$ cat src/rtl/rv_fetch_pkg.sv
// Shared constants and entry layouts for the instruction fetch queue.
package rv_fetch_pkg;

  localparam int          FQ_DEPTH     = 4;
  localparam int          MAX_OUTST    = 2;
  localparam logic [31:0] RESET_VECTOR = 32'h8000_0000;
  localparam logic [31:0] NOP_INSTR    = 32'h0000_0013;

  // One decoded-side buffer slot: fetch address plus the instruction word.
  typedef struct packed {
    logic [31:0] pc;
    logic [31:0] instr;
  } fq_entry_t;

  // One in-flight request: the epoch it was issued under and its address.
  typedef struct packed {
    logic        epoch;
    logic [31:0] pc;
  } trk_entry_t;

endpackage

$ cat src/rtl/sync_fifo.sv
// Small synchronous FIFO with a registered storage array, a clear input
// and an occupancy count. The head entry is always visible on pop_data.
module sync_fifo #(
  parameter int WIDTH = 32,
  parameter int DEPTH = 4
) (
  input  logic                     clk,
  input  logic                     rst,
  input  logic                     clear,
  input  logic                     push,
  input  logic [WIDTH-1:0]         push_data,
  input  logic                     pop,
  output logic [WIDTH-1:0]         pop_data,
  output logic [$clog2(DEPTH):0]   count
);

  localparam int PW = (DEPTH > 1) ? $clog2(DEPTH) : 1;
  localparam int CW = $clog2(DEPTH) + 1;

  logic [WIDTH-1:0] mem [DEPTH];
  logic [PW-1:0]    wr_ptr;
  logic [PW-1:0]    rd_ptr;
  logic             do_push;
  logic             do_pop;

  assign do_pop   = pop && (count != '0);
  assign do_push  = push && ((count < CW'(DEPTH)) || do_pop);
  assign pop_data = mem[rd_ptr];

  // Pointer and count bookkeeping; clear and reset both empty the FIFO.
  always_ff @(posedge clk) begin
    if (rst || clear) begin
      wr_ptr <= '0;
      rd_ptr <= '0;
      count  <= '0;
    end else begin
      if (do_push) begin
        if (wr_ptr == PW'(DEPTH - 1)) wr_ptr <= '0;
        else                          wr_ptr <= wr_ptr + 1'b1;
      end
      if (do_pop) begin
        if (rd_ptr == PW'(DEPTH - 1)) rd_ptr <= '0;
        else                          rd_ptr <= rd_ptr + 1'b1;
      end
      count <= count + CW'(do_push) - CW'(do_pop);
    end
  end

  // Storage array write; contents need no reset since count gates visibility.
  always_ff @(posedge clk) begin
    if (do_push) mem[wr_ptr] <= push_data;
  end

endmodule

$ cat src/rtl/fetch_queue.sv
// Instruction fetch queue: issues imem requests from the PC stage, tracks
// them in order with the epoch they were issued under, and buffers the
// returning instructions for decode. A flush bumps the epoch so responses
// to requests issued before the redirect are silently dropped.
module fetch_queue #(
  parameter int FQ_DEPTH  = rv_fetch_pkg::FQ_DEPTH,
  parameter int MAX_OUTST = rv_fetch_pkg::MAX_OUTST
) (
  input  logic        clk,
  input  logic        rst,
  input  logic [31:0] pc_in,
  output logic        pc_accept,
  output logic        fq_stall,
  input  logic        flush,
  output logic        imem_req_valid,
  output logic [31:0] imem_req_addr,
  input  logic        imem_req_ready,
  input  logic        imem_resp_valid,
  input  logic [31:0] imem_resp_data,
  output logic        id_valid,
  output logic [31:0] id_instr,
  output logic [31:0] id_pc,
  input  logic        id_ready
);

  import rv_fetch_pkg::*;

  localparam int IBW = $clog2(FQ_DEPTH) + 1;
  localparam int TKW = $clog2(MAX_OUTST) + 1;

  logic [IBW-1:0] ib_count;
  logic [TKW-1:0] outst;
  logic [7:0]     occupancy;
  logic           epoch;
  fq_entry_t      ib_in;
  fq_entry_t      ib_head;
  trk_entry_t     trk_in;
  trk_entry_t     trk_head;
  logic           resp_fire;
  logic           resp_keep;
  logic           deq;

  // Every in-flight request already owns a buffer slot, so the response
  // can always be enqueued without backpressure.
  assign occupancy      = 8'(ib_count) + 8'(outst);
  assign imem_req_valid = !rst && !flush && (occupancy < 8'(FQ_DEPTH))
                          && (outst < TKW'(MAX_OUTST));
  assign imem_req_addr  = pc_in;
  assign pc_accept      = imem_req_valid && imem_req_ready;
  assign fq_stall       = !pc_accept && !flush;

  assign resp_fire = imem_resp_valid && (outst != '0);
  assign resp_keep = resp_fire && (trk_head.epoch == epoch) && !flush;

  assign id_valid = (ib_count != '0);
  assign deq      = id_valid && id_ready;
  assign id_instr = id_valid ? ib_head.instr : NOP_INSTR;
  assign id_pc    = id_valid ? ib_head.pc    : 32'h0;

  assign trk_in = '{epoch: epoch, pc: pc_in};
  assign ib_in  = '{pc: trk_head.pc, instr: imem_resp_data};

  // Epoch flips on each redirect so in-flight requests become stale.
  always_ff @(posedge clk) begin
    if (rst)        epoch <= 1'b0;
    else if (flush) epoch <= ~epoch;
  end

  sync_fifo #(
    .WIDTH ($bits(trk_entry_t)),
    .DEPTH (MAX_OUTST)
  ) u_tracker (
    .clk       (clk),
    .rst       (rst),
    .clear     (1'b0),
    .push      (pc_accept),
    .push_data (trk_in),
    .pop       (resp_fire),
    .pop_data  (trk_head),
    .count     (outst)
  );

  sync_fifo #(
    .WIDTH ($bits(fq_entry_t)),
    .DEPTH (FQ_DEPTH)
  ) u_ibuf (
    .clk       (clk),
    .rst       (rst),
    .clear     (flush),
    .push      (resp_keep),
    .push_data (ib_in),
    .pop       (deq),
    .pop_data  (ib_head),
    .count     (ib_count)
  );

endmodule
$ cat config.mk
export PLATFORM = sky130hd
export DESIGN_NAME = fetch_queue
export DESIGN_NICKNAME = d
export VERILOG_FILES = /design/src/rtl/rv_fetch_pkg.sv /design/src/rtl/sync_fifo.sv /design/src/rtl/fetch_queue.sv
export SDC_FILE = /design/constraint.sdc
export NUM_CORES = 1
export LEC_CHECK = 0
export CAP_MARGIN = 15
export CELL_PAD_IN_SITES_DETAIL_PLACEMENT = 1
export CELL_PAD_IN_SITES_GLOBAL_PLACEMENT = 1
export CORE_UTILIZATION = 45
export CTS_CLUSTER_SIZE = 16
export DETAILED_ROUTE_END_ITERATION = 7
export PLACE_DENSITY = 0.84
export SYNTH_ARGS = -nofsm -noshare
export SYNTH_HDL_FRONTEND = slang
export SYNTH_SLANG_ARGS = --single-unit
$ cat constraint.sdc
create_clock -name clk -period 8.24 [get_ports clk]
set_input_delay 0.824 -clock clk [delete_from_list [all_inputs] [get_ports clk]]
set_output_delay 0.824 -clock clk [all_outputs]
set_load 0.05 [all_outputs]
# Yosys cells after proc, flatten, opt, wreduce, memory -nomap -nowiden
# Memories as Yosys holds them, arrays and structs flattened. A register that Yosys moved wholly into a read port is not among the register bits.
# Index checks and enable logic that the tools add are counted.
word_totals:
  regBits: 12
  latch_bits: 0
  ramBits: 322
  romBits: 0
  input_bits: 70
  out_inout_bits: 100
  word_cells: 60
  memories: 2
mem_list:
  columns: ["memory", "depth", "width", "read_ports", "rd_clocked_by_memory_dff", "wr", "line", "rtl"]
  rows:
  - ["u_ibuf.mem", 4, 64, 1, 1, 1, "sync_fifo.sv:20", "logic [WIDTH-1:0] mem [DEPTH];"]
  - ["u_tracker.mem", 2, 33, 1, 1, 1, "sync_fifo.sv:20", null]
op_classes:
  n_addsub: 9
  n_mul: 0
  n_div: 0
  order_cmp: 3
  eq_ne: 3
  n_shift: 0
  mux: 14
  n_bitwise: 1
  n_reduce_logical: 21
op_table:
  columns: ["cell", "count"]
  rows:
  - ["32-bit two-way mux", 2]
  - ["1-bit logical AND", 13]
  - ["1-bit two-way mux", 8]
  - ["2-bit two-way mux", 4]
  - ["2-bit by 1-bit adder with 2-bit output (second input constant)", 2]
  - ["3-bit by 2-bit adder with 4-bit output", 1]
  - ["2-bit equality test (second input constant)", 2]
  - ["4-bit by 3-bit less-than comparator with 1-bit output (second input constant)", 1]
  - ["3-bit by 1-bit adder with 3-bit output", 1]
  - ["1-bit zero test", 3]
  - ["1-bit logical OR", 3]
  - ["3-bit less-than comparator (second input constant)", 1]
  - ["3-bit nonzero test", 1]
  - ["3-bit by 1-bit subtractor with 3-bit output", 1]
  - ["1-bit adder (second input constant)", 2]
  - ["2-bit by 1-bit adder with 2-bit output", 1]
  - ["2-bit less-than comparator (second input constant)", 1]
  - ["2-bit nonzero test", 1]
  - ["2-bit by 1-bit subtractor with 2-bit output", 1]
  - ["1-bit equality test", 1]
  - ["1-bit NOT", 1]

# Longest topological paths before layout
# Gate-level depths: netlist of run 1.
depth:
  word_depth: 8
  depth_mapped: 12
  mapped_depth_nobuf: 12

# Modules after synthesis
# From an unflattened synthesis of run 1, not the netlist that was laid out.
hier_totals:
  cells_unflattened: 633
  hier_area_um2: 13396.6
modules_own_cells:
  columns: ["module", "instances", "cells_each", "area_each_um2", "seq_area_each_um2"]
  rows:
  - ["sync_fifo at u_ibuf", 1, 385, 9791.9, 7867.5]
  - ["sync_fifo at u_tracker", 1, 128, 2766.4, 2082.0]
  - ["fetch_queue", 1, 120, 838.3, 20.0]

# Worst setup path after synthesis of run 1
# Ideal clock, no wire load.
synth_timing:
  path_kind: "input to register"
  from: "input flush"
  to: "memory u_tracker.mem[0][0] in the netlist's numbering (enable)"
  setup_ns: 0.427
  arrival_time_ns: 2.994
  required_ns: 7.813
  path_slack_ns: 4.819
  cell_stages: 4
  path_buffers: 1
  path_cell_list: "nor2_1 and4_1 buf_2 nor2b_1"
synth_via:
  elab_chain_cells: 8
synth_rtl:
  columns: ["element", "line", "rtl"]
  rows:
  - ["start, declared", "fetch_queue.sv:14", "input logic flush,"]
  - ["1-bit zero test", "fetch_queue.sv:46", "assign imem_req_valid = !rst && !flush && (occupancy < 8'(FQ_DEPTH))"]
  - ["1-bit logical AND (2 in a row)", "fetch_queue.sv:46", null]
  - ["1-bit logical AND", "fetch_queue.sv:47", "&& (outst < TKW'(MAX_OUTST));"]
  - ["1-bit logical AND", "fetch_queue.sv:49", "assign pc_accept = imem_req_valid && imem_req_ready;"]
  - ["net pc_accept", "fetch_queue.sv:12", "output logic pc_accept,"]
  - ["1-bit logical AND", "sync_fifo.sv:27", "assign do_push = push && ((count < CW'(DEPTH)) || do_pop);"]
  - ["1-bit two-way mux", "sync_fifo.sv:51", "if (do_push) mem[wr_ptr] <= push_data;"]
  - ["1-bit two-way mux (implied by the code)", "sync_fifo.sv:51", null]
  - ["end, declared", "sync_fifo.sv:20", null]
# The timed path passes the listed nets, and every way through them passes these cells.

==> results of run 1 <==
-- state kept, by name, indices dropped and copies added, names as in the netlist, named ones only --
register and flops:
epoch 1, u_ibuf.mem 256, u_tracker.count 2, u_ibuf.rd_ptr 2, u_tracker.rd_ptr 1, u_tracker.mem 66, u_ibuf.wr_ptr 2, u_ibuf.count 3
u_tracker.wr_ptr 1
-- metal layers --
| layer | part of all wire [%] | track usage (%) | up-vias |
|---|---|---|---|
| li1 | - | - | 2761 |
| met1 | 42 | 22.6 | 3216 |
| met2 | 53 | 33.0 | 169 |
| met3 | 4.2 | 3.32 | 32 |
| met4 | 1.4 | 3.98 | 0 |
| met5 | 0 | 0 | - |
-- through the flow --
step	cells	instance area, sq um	hold WS, ns	power (W)	setup WS [ns]
after global routing	1190	16200	0.526	0.00413	3.61
after floorplan	628	13200	0.454	0.00229	4.82
after detailed placement	1124	14900	0.479	0.00243	4.29
final	1190	16200	0.490	0.00401	3.89
after CTS	1188	16100	0.493	0.00405	3.74
after global placement	1124	14900	0.462	0.00241	4.31
-- critical path, cell delays in order, from the launching register on --
cell,delay [ns]
dfxtp_4,0.76
buf_4,0.69
mux4_1,0.64
or2_1,0.22
clkdlybuf4s50_1,0.69
-- Yosys cell counts (4+ instances only) --
| cell | n |
|---|---|
| and3_1 | 5 |
| nand3_1 | 4 |
| clkbuf_1 | 7 |
| buf_2 | 10 |
| dfxtp_1 | 15 |
| buf_12 | 6 |
| mux4_2 | 60 |
| nor2_1 | 10 |
| mux4_1 | 4 |
| edfxtp_1 | 322 |
| inv_1 | 10 |
| buf_4 | 32 |
| mux2_2 | 32 |
| xor2_1 | 4 |
| ha_1 | 10 |
| xnor2_1 | 5 |
| and2_1 | 63 |
-- how the worst max path moves through the flow --
stage | start | end | slack, ns
final | flop | id_instr[4] | 3.89
after detailed placement | flop | id_instr[1] | 4.29
after CTS | flop | id_instr[1] | 3.74
after global placement | flop | id_instr[4] | 4.31
after floorplan | flush | u_tracker.mem[0][0]$_DFFE_PP_ | 4.82
after global routing | flop | id_instr[1] | 3.61
-- placed cells by master (no fill, tap or decap), types with 2 or more instances in the layout --
| cell type | netlist | final |
|---|---|---|
| clkbuf_16 | 0 | 37 |
| and3_4 | 0 | 4 |
| nand3_1 | 4 | 4 |
| and2_1 | 63 | 62 |
| edfxtp_1 | 322 | 322 |
| clkinv_2 | 0 | 9 |
| inv_6 | 0 | 2 |
| dfxtp_1 | 15 | 12 |
| or2_1 | 3 | 3 |
| mux4_2 | 60 | 60 |
| xnor2_1 | 5 | 5 |
| nor3_1 | 2 | 2 |
| mux2_2 | 32 | 32 |
| mux4_1 | 4 | 4 |
| bufinv_16 | 0 | 5 |
| nor2_1 | 10 | 10 |
| dfxtp_4 | 0 | 2 |
| and4_1 | 2 | 2 |
| inv_1 | 10 | 10 |
| nand2_1 | 3 | 3 |
| clkinv_1 | 0 | 4 |
| a21oi_1 | 3 | 3 |
| xor2_1 | 4 | 4 |
| clkdlybuf4s50_1 | 0 | 169 |
| ha_1 | 10 | 10 |
| clkbuf_1 | 7 | 5 |
-- cells by family after synthesis --
family,synth area share (%)
and+or+nand+nor,4.37
AOI/OAI and AO/OA,0.371
adders and majority gates,1.10
xor gates and xnor gates,0.599
buffers and inverters,3.84
DFF,75.7
muxes,14.0
-- layout make-up --
type / count / area, sq um / area share [%]
inverters: 11 / 41.3 / 0.256
clock buffers: 43 / 958 / 5.93
repair buffers: 172 / 1750 / 10.8
flip-flops and latches: 337 / 9980 / 61.8
clock inverters: 21 / 235 / 1.46
multi-input cells: 222 / 2720 / 16.8
well taps: 384 / 480 / 2.97
-- power by group --
| group | total [W] | switching [W] | internal (W) |
|---|---|---|---|
| logic | 0.000406 | 0.000238 | 0.000168 |
| clock network | 0.00162 | 0.000628 | 0.000988 |
| registers | 0.00199 | 0.0000380 | 0.00195 |
| total | 0.00401 | 0.000904 | 0.00311 |
==> impl_summary.log, run 1 <==
[metrics] aggregate negative setup slack: 0 ns
[metrics] diode count: 0
[metrics] pin count of the biggest net entering global routing: 65
[metrics] antenna violations before repair: 0
[metrics] first-pass GRT wire length: 41.0 mm
[metrics] latest clock arrival within the worst-skew pair: 0.51 ns
[metrics] Final Critical Period: 4.35 ns
[metrics] hold violation count in the final report: 0
[metrics] width of the chip: 173 microns
[metrics] cells on worst reg2reg path: 3
[metrics] proportion of netlist area held by the largest area contributor: 73.5%
[metrics] ratio of routed vias to standard cells: 5.19
[metrics] class of the worst hold path: reg2reg
[metrics] count of max-cap constraint violations: 0
[metrics] number of sinks handled by clock tree synthesis: 337
[metrics] run status: complete, no violations
[metrics] number of buffers created by CTS: 36
[metrics] Post-layout nets: 861
[metrics] Final Cycle Share: a little over half
[metrics] post-synth top area cell: edfxtp_1
[metrics] post-CTS resize count: 0
[metrics] number of H-tree branching levels: 2
[metrics] Static Leakage: a little over 5 nW
[metrics] R2R Setup Slk: 5.01 ns
[metrics] worst ir drop on vdd: approximately 210 uV
[metrics] Post-synth EDFFs: ~320
[metrics] element type at the critical path end: primary output
[metrics] post-synthesis instance area: 0.0132 sq mm
[metrics] number of iterations in the first detailed-routing pass: 4
[metrics] clock root buffer: clkbuf_16
[metrics] total nets after synthesis: 709
[metrics] total wire length after detailed routing: approximately 27 mm
[metrics] number of I/O pins: 170
[metrics] critical path type: reg2out
[metrics] Avg WL per Cell: between 20 and 25 microns
[metrics] biggest fanout along the worst timing path: 36
[metrics] number of vias after detailed routing: 6178
[metrics] post-CTS clock slew at the launch and capture registers of the worst setup and hold paths: 0.06 ns
[metrics] number of setup violations in the final report: 0
[metrics] sequential-to-total area share from yosys stat: 75.7%
[metrics] post-layout util: 56.3%
[metrics] Data required, critical path: 7.42 ns
[metrics] cell types with the largest area share after synthesis: edfxtp_1 (73%), mux4_2 (10%), and2_1 (3.0%), mux2_2 (2.7%), dfxtp_1 (2.3%)
[metrics] ratio of cells with drive above 1 in the final layout: 20.2%
[metrics] relative max-transition margin: between 20 and 30%
[metrics] critical hold path startpoint: u_ibuf.rd_ptr[1]$_SDFFE_PP0P_
[metrics] crit path DAT: 3.53 ns
[metrics] number of buffers inserted by post-CTS setup repair: 0
[metrics] startpoint types: flop
[metrics] half-perimeter wire length after placement: 15.6 mm
[metrics] endpoint of the worst register-to-register path: u_ibuf.mem[2][38]$_DFFE_PP_
[metrics] core outline area: between 0.02 and 0.03 sq mm
[metrics] maximum buffer depth of the clock tree: 3
[metrics] detailed-route DRC error count: 0
[metrics] WHS Path Cells: 2
[metrics] GRT overflow: 0
[metrics] All-Layer GR Usage: a little under a fifth
[metrics] actual slew at the worst max-slew pin: 1.07 ns
[metrics] initial drt markers: 416
[metrics] clock skew after layout: 0.0102 ns
[metrics] Synth async-reset ratio: 0%
[metrics] input/output buffers: 169
[metrics] CTS tree: built
[metrics] filler instances: 2493
[metrics] vertical extent of the die: 173 microns
[metrics] cells after synthesis: between 600 and 700
[metrics] power per cell area: 248 mW/mm^2
[metrics] unrepaired setup endpoints after global routing: false
[metrics] Synth warnings: 0
[metrics] initial cell density of the core: 45.9%
[metrics] Site Rows: between 60 and 70
[metrics] most frequently used flop master after synthesis: edfxtp_1
[metrics] remaining antenna violation count: 0
[metrics] average size of a mapped cell: 21.0 sq um
[metrics] gp weighted congestion: 0.707
[metrics] count of unique library cells instantiated by Yosys: 36
[metrics] vias in the first global route: 7060
[metrics] Die Outline Area: 0.0299 sq mm
[metrics] timing-limited maximum frequency: 230 MHz
[metrics] #FFs+latches synth: 337
[metrics] hold_buf cts: 0
[metrics] Area Growth Syn to Fin: 22.7%
[metrics] Pins Over Slew Limit: 0
No activity file was read; power rests on OpenSTA's default activity.
==> run 2: changes to the inputs <==
- CORE_UTILIZATION: 45 -> 43
- clock period: 8.24 -> 3.8 ns (I/O delays scaled with it)
==> impl_summary.log, run 2 (synthesized netlist as in run 1, its figures left out) <==
[metrics] run status: complete, no violations
[metrics] slowest stage delay, CP: 0.70 ns
[metrics] actual slew at the worst max-slew pin: about 0.69 ns
[metrics] register with the highest flop count: u_ibuf.mem
[metrics] Final Critical Period: 3.36 ns
[metrics] Site Rows: 63
[metrics] biggest registers after layout: u_ibuf.mem x256, u_tracker.mem x66, u_ibuf.count x3
[metrics] Setup Slack @ Placement: 0.904 ns
[metrics] Die Outline Area: 0.0313 sq mm
[metrics] Area Growth Syn to Fin: 23.8%
[metrics] commonest non-fill, non-tap cells in the layout: edfxtp_1 (322), clkdlybuf4s50_1 (169), and2_1 (62)
[metrics] unrepaired setup endpoints after global routing: false
[metrics] vertical extent of the die: around 180 microns
[metrics] placed insts: 1148
[metrics] cell-by-cell listing of the critical path: buf_12 > mux4_2 > and2_1 > clkdlybuf4s50_1
[metrics] number of I/O pins: 170
[metrics] ratio of routed vias to standard cells: ~5.2
[metrics] endpoint of the worst register-to-register path: u_ibuf.mem[1][46]$_DFFE_PP_
[metrics] number of buffers created by CTS: 36
[metrics] biggest fanout along the worst timing path: 28
[metrics] R2R Setup Slk: 1.30 ns
[metrics] critical path type: reg2out
[metrics] Worst setup endpoint: id_pc[3]
[metrics] post-CTS clock slew at the launch and capture registers of the worst setup and hold paths: 0.06 ns
[metrics] gp weighted congestion: approximately 0.72
[metrics] clock skew after layout: 0.0289 ns
[metrics] maximum buffer depth of the clock tree: 3
[metrics] crit path DAT: 2.98 ns
[metrics] hold violation count in the final report: 0
[metrics] class of the worst hold path: in2reg
[metrics] relative max-transition margin: about 54%
[metrics] hold_buf cts: 0
[metrics] Pins Over Slew Limit: 0
[metrics] final cell count without fillers: about 1200
[metrics] post-CTS resize count: 0
[metrics] aggregate negative setup slack: 0 ns
[metrics] Post-layout nets: 877
[metrics] CTS tree: built
[metrics] filler instances: about 2700
[metrics] remaining antenna violation count: 0
[metrics] Final Cycle Share: 88.3%
[metrics] Reg2Reg Launch Point: u_tracker.count[1]$_SDFF_PP0_
[metrics] timing-limited maximum frequency: a little under 300 MHz
[metrics] cells on worst reg2reg path: 4
[metrics] most common cell after layout, fill and taps aside: edfxtp_1
[metrics] number of sinks handled by clock tree synthesis: about 340
[metrics] worst ir drop on vdd: 290 uV
[metrics] post-layout worst setup margin: ~0.44 ns
[metrics] number of vias after detailed routing: 6353
[metrics] cell with the largest stage delay on the worst path: clkdlybuf4s50_1
[metrics] number of setup violations in the final report: 0
[metrics] startpoint types: flop
[metrics] initial cell density of the core: 44.1%
[metrics] latest clock arrival within the worst-skew pair: ~0.52 ns
[metrics] number of buffers inserted by post-CTS setup repair: 0
[metrics] Data required, critical path: 3.42 ns
[metrics] total wire length after detailed routing: about 27 mm
[metrics] Avg WL per Cell: 22.5 microns
[metrics] half-perimeter wire length after placement: 17.2 mm
[metrics] flip-flop count of the largest register, all copies and words added: 256
[metrics] count of max-cap constraint violations: 0
[metrics] GRT overflow: 0
[metrics] power per cell area: 535 mW/mm^2
[metrics] core outline area: about 0.030 sq mm
[metrics] clock root buffer: clkbuf_16
[metrics] detailed-route DRC error count: 0
[metrics] All-Layer GR Usage: 17.9%
[metrics] initial drt markers: about 270
[metrics] input/output buffers: 169
[metrics] vias in the first global route: approximately 7000
[metrics] width of the chip: ~180 microns
[metrics] first-pass GRT wire length: ~41 mm
[metrics] element type at the critical path end: primary output
[metrics] pin count of the biggest net entering global routing: 40
[metrics] ratio of cells with drive above 1 in the final layout: 21.5%
[metrics] number of iterations in the first detailed-routing pass: 4
[metrics] number of H-tree branching levels: 2
[metrics] Static Leakage: about 5.3 nW
[metrics] antenna violations before repair: 1
-- run 2: final cells by class --
type                    instances  area, sq um  share of cell area, %
clock buffers                  47         1000                   6.16
clock inverters                19          199                   1.22
diodes                          1         2.50                 0.0154
inverters                      11         41.3                  0.253
multi-input cells             222         2720                   16.7
flip-flops and latches        337         9980                   61.2
well taps                     390          488                   2.99
repair buffers                188         1870                   11.5
-- run 2: critical path, delay by kind of cell (launching register included) --
kind                   cells  cell delay (ns)
and+or+nand+nor            1             0.20
muxes                      1             0.54
DFF                        1             0.69
buffers and inverters      2             1.01
-- run 2: stage by stage --
step                util, %  power, W  hold slack, ns  instance area [sq um]
global placement       50.5   0.00525           0.463                  15100
floorplan                 -   0.00496           0.452                  13200
CTS                    54.6   0.00882           0.442                  16300
global route           54.6   0.00899           0.468                  16300
finish                 54.6   0.00872           0.463                  16300
detailed placement     50.5   0.00529           0.474                  15100
-- run 2: worst min path at each step --
stage | from | end | slack, ns | depth (start not counted)
finish | pc_in[29] | u_tracker.mem[0][29]$_DFFE_PP_ | 0.46 | 1
global route | pc_in[29] | u_tracker.mem[0][29]$_DFFE_PP_ | 0.47 | 1
CTS | pc_in[29] | u_tracker.mem[0][29]$_DFFE_PP_ | 0.44 | 1
detailed placement | u_ibuf.rd_ptr[1]$_SDFFE_PP0P_ | flop | 0.47 | 2
global placement | u_ibuf.rd_ptr[1]$_SDFFE_PP0P_ | flop | 0.46 | 2
floorplan | rst | u_tracker.count[0]$_SDFF_PP0_ | 0.45 | 1
-- run 2: layer usage --
metal  routed length, microns  vias up  GRT usage [%]  share of wire, %
met5                        0        -              0                 0
met4                      582        0           4.99               2.1
met3                     1420       44           3.44               5.2
met2                    14100      232           31.3                52
met1                    11200     3288           22.6                41
li1                         -     2789              -                 -
-- run 2: where the power goes --
group | switching, W | leakage (nW) | total, W | internal (W)
combinational | 0.000569 | 1.64 | 0.000936 | 0.000367
sequential | 0.0000406 | 3.03 | 0.00427 | 0.00423
clock | 0.00137 | 0.594 | 0.00351 | 0.00214
